<file path="src/rtl/conbus_arb.sv">
// conbus_arb: NM-master / NS-slave data bus interconnect with one-cycle slave strobe.
// Latency: request sampled in cycle T, slave strobe in T+1, ack + read data in T+2; next grant T+3.
// Backpressure: masters hold m_req/m_a/m_we/m_do until m_ack; requests during an access wait in IDLE.
//
// Ports:
//   sys_clk, sys_rst      clock (rising edge), asynchronous active-low reset
//   m_req/m_we/m_a/m_do   per-master request, write enable, address, write data (packed by master)
//   m_ack/m_di            per-master one-cycle completion pulse and read data (valid with m_ack)
//   s_a/s_do/s_we         shared slave address and write data, one-hot slave write enable
//   s_di                  per-slave synchronous read data (packed by slave)
//
// Build option: define CONBUS_ARB_RR_EN for round-robin arbitration; otherwise
// fixed priority (lowest requesting master index wins).
module conbus_arb #(
    parameter int NM    = 2,
    parameter int SEL_W = 2,
    parameter int AW    = 16,
    parameter int DW    = 16
) (
    input  logic                      sys_clk,
    input  logic                      sys_rst,
    input  logic [NM-1:0]             m_req,
    input  logic [NM-1:0]             m_we,
    input  logic [NM*AW-1:0]          m_a,
    input  logic [NM*DW-1:0]          m_do,
    output logic [NM-1:0]             m_ack,
    output logic [NM*DW-1:0]          m_di,
    output logic [AW-1:0]             s_a,
    output logic [DW-1:0]             s_do,
    output logic [(2**SEL_W)-1:0]     s_we,
    input  logic [(2**SEL_W)*DW-1:0]  s_di
);

    localparam int NS = 2**SEL_W;
    localparam int OW = (NM > 1) ? $clog2(NM) : 1;

    typedef enum logic [1:0] {
        IDLE   = 2'd0,
        ACCESS = 2'd1,
        DATA   = 2'd2
    } state_t;

    state_t            state_q, state_d;
    logic [OW-1:0]     owner_q, owner_d;
    logic [OW-1:0]     last_q, last_d;
    logic [SEL_W-1:0]  sel_q, sel_d;
    logic [AW-1:0]     s_a_q, s_a_d;
    logic [DW-1:0]     s_do_q, s_do_d;
    logic [NS-1:0]     s_we_q, s_we_d;
    logic [NM-1:0]     m_ack_q, m_ack_d;

    logic              gnt_vld;
    logic [OW-1:0]     gnt_idx;
    logic [OW-1:0]     cand;
    logic [AW-1:0]     gnt_a;
    logic [DW-1:0]     gnt_do;
    logic              gnt_we;
    logic [SEL_W-1:0]  gnt_sel;
    logic [DW-1:0]     rd_dat;

    // Arbitration: walk the masters in search order, first requester wins.
    // Round-robin starts one past the last owner; fixed priority starts at 0.
    always_comb begin
        gnt_vld = 1'b0;
        gnt_idx = '0;
        cand    = '0;
        for (int k = 0; k < NM; k++) begin
`ifdef CONBUS_ARB_RR_EN
            cand = OW'((int'(last_q) + 1 + k) % NM);
`else
            cand = OW'(k);
`endif
            for (int j = 0; j < NM; j++) begin
                if (!gnt_vld && (OW'(j) == cand) && m_req[j]) begin
                    gnt_vld = 1'b1;
                    gnt_idx = cand;
                end
            end
        end
    end

`ifndef CONBUS_ARB_RR_EN
    // last_q is kept in the fixed-priority build but has no reader.
    logic last_unused;
    assign last_unused = ^last_q;
`endif

    // Winner's request fields.
    always_comb begin
        gnt_a  = '0;
        gnt_do = '0;
        gnt_we = 1'b0;
        for (int j = 0; j < NM; j++) begin
            if (OW'(j) == gnt_idx) begin
                gnt_a  = m_a[j*AW +: AW];
                gnt_do = m_do[j*DW +: DW];
                gnt_we = m_we[j];
            end
        end
    end

    assign gnt_sel = gnt_a[AW-1 -: SEL_W];

    // Slave read data for the slave selected at grant time.
    always_comb begin
        rd_dat = '0;
        for (int s = 0; s < NS; s++) begin
            if (SEL_W'(s) == sel_q) begin
                rd_dat = s_di[s*DW +: DW];
            end
        end
    end

    // Read data reaches only the owner, and only in its ack cycle.
    always_comb begin
        m_di = '0;
        for (int j = 0; j < NM; j++) begin
            if ((state_q == DATA) && (owner_q == OW'(j))) begin
                m_di[j*DW +: DW] = rd_dat;
            end
        end
    end

    // Next-state and registered outputs. s_we and m_ack default to 0 so each
    // is a single-cycle pulse; s_a/s_do hold their last value.
    always_comb begin
        state_d = state_q;
        owner_d = owner_q;
        last_d  = last_q;
        sel_d   = sel_q;
        s_a_d   = s_a_q;
        s_do_d  = s_do_q;
        s_we_d  = '0;
        m_ack_d = '0;
        unique case (state_q)
            IDLE: begin
                if (gnt_vld) begin
                    owner_d = gnt_idx;
                    sel_d   = gnt_sel;
                    s_a_d   = gnt_a;
                    s_do_d  = gnt_do;
                    for (int s = 0; s < NS; s++) begin
                        s_we_d[s] = gnt_we && (gnt_sel == SEL_W'(s));
                    end
                    state_d = ACCESS;
                end
            end
            ACCESS: begin
                last_d = owner_q;
                for (int j = 0; j < NM; j++) begin
                    m_ack_d[j] = (owner_q == OW'(j));
                end
                state_d = DATA;
            end
            DATA: begin
                state_d = IDLE;
            end
            default: begin
                state_d = IDLE;
            end
        endcase
    end

    always_ff @(posedge sys_clk or negedge sys_rst) begin
        if (!sys_rst) begin
            state_q <= IDLE;
            owner_q <= '0;
            last_q  <= OW'(NM - 1);
            sel_q   <= '0;
            s_a_q   <= '0;
            s_do_q  <= '0;
            s_we_q  <= '0;
            m_ack_q <= '0;
        end else begin
            state_q <= state_d;
            owner_q <= owner_d;
            last_q  <= last_d;
            sel_q   <= sel_d;
            s_a_q   <= s_a_d;
            s_do_q  <= s_do_d;
            s_we_q  <= s_we_d;
            m_ack_q <= m_ack_d;
        end
    end

    assign s_a   = s_a_q;
    assign s_do  = s_do_q;
    assign s_we  = s_we_q;
    assign m_ack = m_ack_q;

endmodule
</file>
<file path="config.mk">
export PLATFORM = sky130hd
export DESIGN_NAME = conbus_arb
export DESIGN_NICKNAME = d
export VERILOG_FILES = /design/src/rtl/conbus_arb.sv
export SDC_FILE = /design/constraint.sdc
export NUM_CORES = 1
export LEC_CHECK = 0
export ABC_AREA = 1
export BUFFER_PORTS_ARGS = -buffer_cell sky130_fd_sc_hd__buf_4
export CAP_MARGIN = 20
export CORE_MARGIN = 2
export CORE_UTILIZATION = 43
export CTS_CLUSTER_DIAMETER = 150
export DETAILED_ROUTE_END_ITERATION = 8
export HOLD_SLACK_MARGIN = 0.1
export PLACE_DENSITY_LB_ADDON = 0.1
export SLEW_MARGIN = 20
export SYNTH_ARGS = -nofsm -noshare
export SYNTH_HDL_FRONTEND = slang
export SYNTH_SLANG_ARGS = --single-unit
export TNS_END_PERCENT = 100
</file>
<file path="constraint.sdc">
create_clock -name sys_clk -period 2.6 [get_ports sys_clk]
set_clock_uncertainty 0.05 [all_clocks]
set_input_delay 0.13 -clock sys_clk [delete_from_list [all_inputs] [get_ports sys_clk]]
set_output_delay 0.13 -clock sys_clk [all_outputs]
set_load 0.02 [all_outputs]
</file>
==> results of run 1 <==
synthesized netlist by cell type:
library cell,count,area (um^2)
or2_2,15,93.8
buf_4,2,15.0
o21ai_0,17,85.1
nor2_2,1,6.26
nor2_4,2,22.5
buf_2,10,50.1
dfrtp_1,41,1030
inv_1,42,158
nand3_1,20,100
nor2_1,36,135
o211ai_1,30,225
a21oi_1,6,30.0
nand2_1,155,582
clkbuf_1,6,22.5
buf_6,3,33.8
or2_1,1,6.26
nor3_1,2,10.0
timing repair:
| item | 4_1_cts | 5_1_grt |
|---|---|---|
| endpoints found under the hold margin | 72 | 0 |
| hold buffers | 32 | 0 |
| resized for setup | 0 | 0 |
worst paths after layout:
kind                       endpoint  slack [ns]
setup / recovery            m_di[4]        0.54
min in group asynchronous    s_a[1]        0.32
setup reg to reg            s_do[8]        0.90
hold / removal               s_a[2]        0.11
max in group asynchronous   s_we[2]        1.81
hold reg to reg            m_ack[0]        0.41
power groups by stage:
| stage | sequential, mW | combinational (mW) | clock, mW |
|---|---|---|---|
| global route | 1.14 | 2.76 | 0.456 |
| CTS | 1.09 | 2.53 | 0.433 |
| detailed placement | 1.10 | 2.48 | 0 |
| global placement | 1.09 | 2.44 | 0 |
| finish | 1.10 | 2.53 | 0.425 |
| floorplan | 1.40 | 1.23 | 0 |
cell type report:
cell class	count	area share [%]
Timing Repair Buffer	239	41.5
Inverter	42	3.47
Sequential cell	41	22.6
Multi-Input combinational cell	285	28.5
Clock buffer	7	1.90
Tap cell	75	2.06
routing by layer:
layer	global-route usage [%]	wire length (um)	up-vias
met5	0	0	-
met4	10.5	269	0
met3	8.46	805	26
met2	55.1	5310	140
met1	28.1	3470	1549
li1	-	-	1669
per-stage QoR:
stage / cells / instance area [um^2]
after floorplan: 389 / 2600
after global placement: 650 / 4140
after detailed placement: 650 / 4140
after CTS: 689 / 4550
after global routing: 689 / 4550
final: 689 / 4550
worst reg2reg max path, delay by kind of cell, from the launching register on:
family / cells / cell delay, ns
AND/OR/NAND/NOR: 4 / 0.47
buffers and inverters: 1 / 0.70
flip-flops: 1 / 0.42
registers in the layout, summed over array words and instances, names as in the netlist:
| name | count |
|---|---|
| m_ack | 2 |
| state_q | 2 |
| s_we | 4 |
| owner_q | 1 |
| s_do | 16 |
| sel_q | 2 |
| s_a | 14 |
kinds of logic after synthesis:
family / Yosys count / synth area share, %
buf+inv: 63 / 10.7
compound gates: 53 / 13.1
flops: 41 / 39.4
simple gates: 232 / 36.7
==> run_results.csv, run 1 <==
group,metric,value,unit
yosys,yosysSeqAreaShare,39.4,%
timing,tns,0,ns
timing,fin_crit_sh,79.3,%
hold_path,worstHoldStart,"m_a[2]",
worst_setup_path,critical_path_depth,8,
yosys,ys_warn_count,0,
finish,diodes,0,
power_and_ir_drop,intPower,2.14,mW
worst_setup_path,slowest_delay,0.35,ns
power_and_ir_drop,total_leakage_power,2.58,nW
detailed_routing,drtAntennaViolNets,0,
timing,max-slew-margin-rel,35.6,%
yosys,avgSynthCellArea,6.69,um^2
flow_run,maxCapViolCount,0,
worst_setup_path,cp_top_family,"simple AND/OR/NAND/NOR gates",
outcome,status,"complete, no violations",
worst_setup_path,r2r_start,"state_q[1]",
place,dp_hpwl,6990,um
worst_setup_path,crit_buf_inv,3,
cts,cts.sinks,41,
place,port_buffers,203,
finish,area.sequential,0.00103,mm^2
finish,mostFrequentLayoutCells,"buf_4 (206), nand2_1 (154), inv_1 (42)",
detailed_routing,drc,0,
detailed_routing,drtIter0Drc,111,
finish,fin_nets,748,
floorplan,dieArea,0.00669,mm^2
floorplan,initial_core_util,44.2,%
global_routing,antenna_found_initial,0,
power_and_ir_drop,p_seq_share,27.1,%
global_routing,grt_pass1_wl,14600,um
yosys,syn_area,0.00260,mm^2
floorplan,fp.dieH,81.8,um
floorplan,fp.dieW,81.8,um
finish,n_fill_cell,433,
power_and_ir_drop,pwr-share-clk,10.5,%
detailed_routing,viasPerCell,4.91,
yosys,netlist_instances,389,
timing,hold_slack,0.108,ns
cts,path_clk_slew,0.08,ns
yosys,synth.distinct_cells,17,
cts,cts_buffers,5,
cts,cts_setup_buffers,0,
cts,cts_tree,"done",
worst_setup_path,cp.arrival,1.88,ns
finish,final_common_cell,"buf_4",
hold_path,min_path_cells,5,
power_and_ir_drop,fin_total_pwr,4.05,mW
place,place_ws,0.872,ns
power_and_ir_drop,peakVddDrop,638,uV
worst_setup_path,cpMaxStageDelayCell,"nor2_1",
hold_path,min_path_type,"in2reg",
place,place.gp.congestion,0.819,
timing,setup_viol,0,
global_routing,grt_max_degree,42,
timing,rsz0062_at_grt,"no",
global_routing,grt_use_total,28.4,%
detailed_routing,routedWlPerCell,14.3,um
detailed_routing,vias,3384,
yosys,ys_ff_latch,41,
timing,hold_violations,0,
floorplan,core-area,0.00589,mm^2
finish,drive_above_1_share,37.8,%
cts,cts_htree_levels,2,
cts,clkLatencyLatePin,0.29,ns
finish,areaGrowthSynthToFinish,74.9,%
timing,final_max_slew_viol_count,0,
finish,fin_util,77.3,%
worst_setup_path,critPathLaunch,"sel_q[1]",
power_and_ir_drop,switching_power,1.91,mW
timing,max_freq,485,MHz
global_routing,grt_pass1_vias,3231,
worst_setup_path,start_kind,"register",
worst_setup_path,crit_required,2.42,ns
yosys,synth_nets,523,
finish,multi_input_comb_area,0.00130,mm^2
floorplan,num_rows,28,
worst_setup_path,crit_chain,"buf_4, inv_1, nor2_1, nand2_1, nand3_1, nand2_1, nor2_1, buf_4",
timing,period_minus_slack,2.06,ns
detailed_routing,firstDrtPassIters,4,
cts,cts_max_path_buffers,2,
power_and_ir_drop,swShare,47.2,%
worst_setup_path,crit_path_end_kind,"output pin",
detailed_routing,wl,9860,um
timing,tightest_slew,0.966,ns
power_and_ir_drop,power_density,891,mW/mm^2
worst_setup_path,r2r_cells,5,
power_and_ir_drop,combPwrFrac,62.5,%
worst_setup_path,crit_fanout,19,
global_routing,overflow,0,
cts,root_buffer,"clkbuf_8",
worst_setup_path,critical_path_class,"reg2out",
floorplan,num_io_pins,204,
timing,timing.final.ws_setup,0.538,ns
No activity file was read; power rests on OpenSTA's default activity.
==> inputs of run 2 (changes only) <==
--- a/config.mk
+++ b/config.mk
@@ -9,7 +9,7 @@
 export BUFFER_PORTS_ARGS = -buffer_cell sky130_fd_sc_hd__buf_4
 export CAP_MARGIN = 20
 export CORE_MARGIN = 2
-export CORE_UTILIZATION = 43
+export CORE_UTILIZATION = 36
 export CTS_CLUSTER_DIAMETER = 150
 export DETAILED_ROUTE_END_ITERATION = 8
 export HOLD_SLACK_MARGIN = 0.1
==> constraint.sdc (replaced) <==
create_clock -name sys_clk -period 1.7 [get_ports sys_clk]
set_clock_uncertainty 0.05 [all_clocks]
set_input_delay 0.085 -clock sys_clk [delete_from_list [all_inputs] [get_ports sys_clk]]
set_output_delay 0.085 -clock sys_clk [all_outputs]
set_load 0.02 [all_outputs]
==> run 2 against run 1 <==
Net effect: the flow now finishes with violations (setup timing); sequential cell count unchanged; setup slack got worse by 0.57 ns; utilization is 0.38 points lower; non-clock buffer count is 42 higher; via count rose by 5.0%; global-route usage shrank 2.6 points; sequential power increased by 58%; power up 79%; hold slack is essentially flat; critical path depth decreased by 1; sequential share of layout area decreased by 3.2 points.
==> run_results.csv, run 2 (synthesized netlist as in run 1, its figures left out) <==
group,metric,value,unit
outcome,status,"finished, violations left",
outcome,failed_checks,"setup timing",
flow_run,maxCapViolCount,0,
cts,cts_buffers,5,
power_and_ir_drop,pwr-share-clk,10.8,%
worst_setup_path,critical_path_class,"reg2out",
floorplan,fp.dieW,89.0,um
finish,fin_nets,790,
worst_setup_path,r2r_cells,6,
worst_setup_path,slowest_delay,0.51,ns
power_and_ir_drop,power_density,1360,mW/mm^2
floorplan,initial_core_util,37.7,%
detailed_routing,firstDrtPassIters,4,
worst_setup_path,reg2reg_to,"s_a[1]",
cts,path_clk_slew,0.08,ns
power_and_ir_drop,intPower,3.89,mW
worst_setup_path,crit_required,1.56,ns
floorplan,core-area,0.00691,mm^2
worst_setup_path,cp.arrival,1.60,ns
timing,tightest_slew,0.521,ns
hold_path,min_path_type,"in2reg",
place,dp_hpwl,7070,um
power_and_ir_drop,total_leakage_power,2.88,nW
power_and_ir_drop,combPwrFrac,65.2,%
worst_setup_path,start_kind,"register",
power_and_ir_drop,p_seq_share,24.0,%
hold_path,worstHoldStart,"m_do[4]",
detailed_routing,viasPerCell,4.72,
floorplan,num_rows,30,
place,place.gp.congestion,0.832,
global_routing,antenna_found_initial,0,
global_routing,grt_pass1_wl,15900,um
worst_setup_path,crit_chain,"nor2_4, buf_12, nand2_2, nand3_2, nand2_2, nor2_2, buf_6",
global_routing,use_met1,29.8,%
power_and_ir_drop,swShare,46.3,%
detailed_routing,routedWlPerCell,14.3,um
hold_path,min_path_cells,5,
cts,cts_htree_levels,2,
timing,timing.final.ws_setup,-0.0333,ns
worst_setup_path,crit_path_end_kind,"output pin",
finish,largest_reg_flops,16,
cts,cts_tree,"done",
cts,root_buffer,"clkbuf_8",
timing,max_freq,577,MHz
finish,diodes,0,
detailed_routing,wl,10800,um
finish,areaGrowthSynthToFinish,104,%
timing,period_minus_slack,1.73,ns
global_routing,grt_use_total,25.8,%
detailed_routing,vias,3554,
power_and_ir_drop,switching_power,3.35,mW
global_routing,overflow,0,
timing,rsz0062_at_grt,"yes",
timing,final_max_slew_viol_count,0,
timing,setup_viol,14,
finish,final_common_cell,"buf_4",
power_and_ir_drop,peakVddDrop,736,uV
timing,hold_slack,0.107,ns
worst_setup_path,crit_fanout,8,
floorplan,dieArea,0.00792,mm^2
global_routing,grt_max_degree,42,
floorplan,num_io_pins,204,
finish,fin_area,0.00531,mm^2
place,post_dp_cell_area,0.00421,mm^2
finish,drive_above_1_share,47.5,%
global_routing,met3_usage,6.37,%
timing,max-slew-margin-rel,65.2,%
place,port_buffers,203,
global_routing,grt_pass1_vias,3384,
cts,cts_max_path_buffers,2,
cts,cts.sinks,41,
worst_setup_path,path_common_cell,"nand2_2",
worst_setup_path,rrSetupSlack,0.15,ns
floorplan,fp.dieH,89.0,um
finish,mostFrequentLayoutCells,"buf_4 (203), nand2_1 (126), dlygate4sd3_1 (63)",
cts,clkLatencyLatePin,0.29,ns
worst_setup_path,cpMaxStageDelayCell,"dfrtp_2",
detailed_routing,drtIter0Drc,108,
timing,hold_violations,0,
timing,fin_crit_sh,102,%
detailed_routing,drtAntennaViolNets,0,
hold_path,holdPathEnd,"s_do[4]",
global_routing,top_usage_layer,"met2",
worst_setup_path,r2r_start,"state_q[1]",
global_routing,grtUsageMet2,47.6,%
detailed_routing,drc,0,
[run 2: stage by stage]
stage | power, mW | setup TNS, ns | std cells | worst slack (ns) | util [%]
2_1_floorplan | 4.03 | 0 | 389 | 0.114 | -
3_3_place_gp | 5.51 | 0 | 678 | 0.0835 | 60.9
3_5_place_dp | 5.55 | 0 | 678 | 0.0344 | 60.9
4_1_cts | 6.65 | 0 | 752 | 0.00114 | 72.7
5_1_grt | 7.76 | -2.73 | 753 | -0.131 | 76.9
6_report | 7.25 | -0.258 | 753 | -0.0333 | 76.9
[run 2: power groups by stage]
stage	logic (mW)	clock network (mW)	registers (mW)
6_report	4.72	0.786	1.74
2_1_floorplan	1.88	0	2.15
3_3_place_gp	3.81	0	1.70
3_5_place_dp	3.84	0	1.71
4_1_cts	4.11	0.809	1.72
5_1_grt	5.10	0.852	1.81
[run 2: layout make-up]
cell class	instances	area [um^2]
Clock buffer	5	68.8
Multi-Input combinational cell	285	1540
Timing Repair Buffer	281	2350
Tap cell	96	120
Fill cell	529	1590
Sequential cell	41	1030
Clock inverter	3	46.3
Inverter	42	160
[run 2: layer usage]
layer	share of wire, %	routed length [um]
met5	0	0
met4	2.5	272
met3	7.9	856
met2	52	5640
met1	37	4020
[run 2: what timing repair did]
item	4_1_cts	5_1_grt
resized for setup	11	92
cloned	0	1
pin swaps	1	46
hold buffers	63	0
endpoints found under the setup margin	32	32
endpoints found under the hold margin	74	0
setup buffers	3	0
[run 2: worst max path at each step]
stage                   from        to  cells after the start
finish              sel_q[1]  m_di[17]                      7
global route        sel_q[1]  m_di[17]                      7
CTS                 sel_q[0]  m_di[11]                      6
detailed placement  sel_q[0]  m_di[15]                      6
global placement    sel_q[0]  m_di[19]                      5
floorplan           sel_q[1]  m_di[15]                      7
[run 2: critical path: cells and delay by family, from the launching register on]
| kind | cells | cell delay, ns |
|---|---|---|
| DFF | 1 | 0.51 |
| and+or+nand+nor | 5 | 0.51 |
| buffers and inverters | 2 | 0.29 |
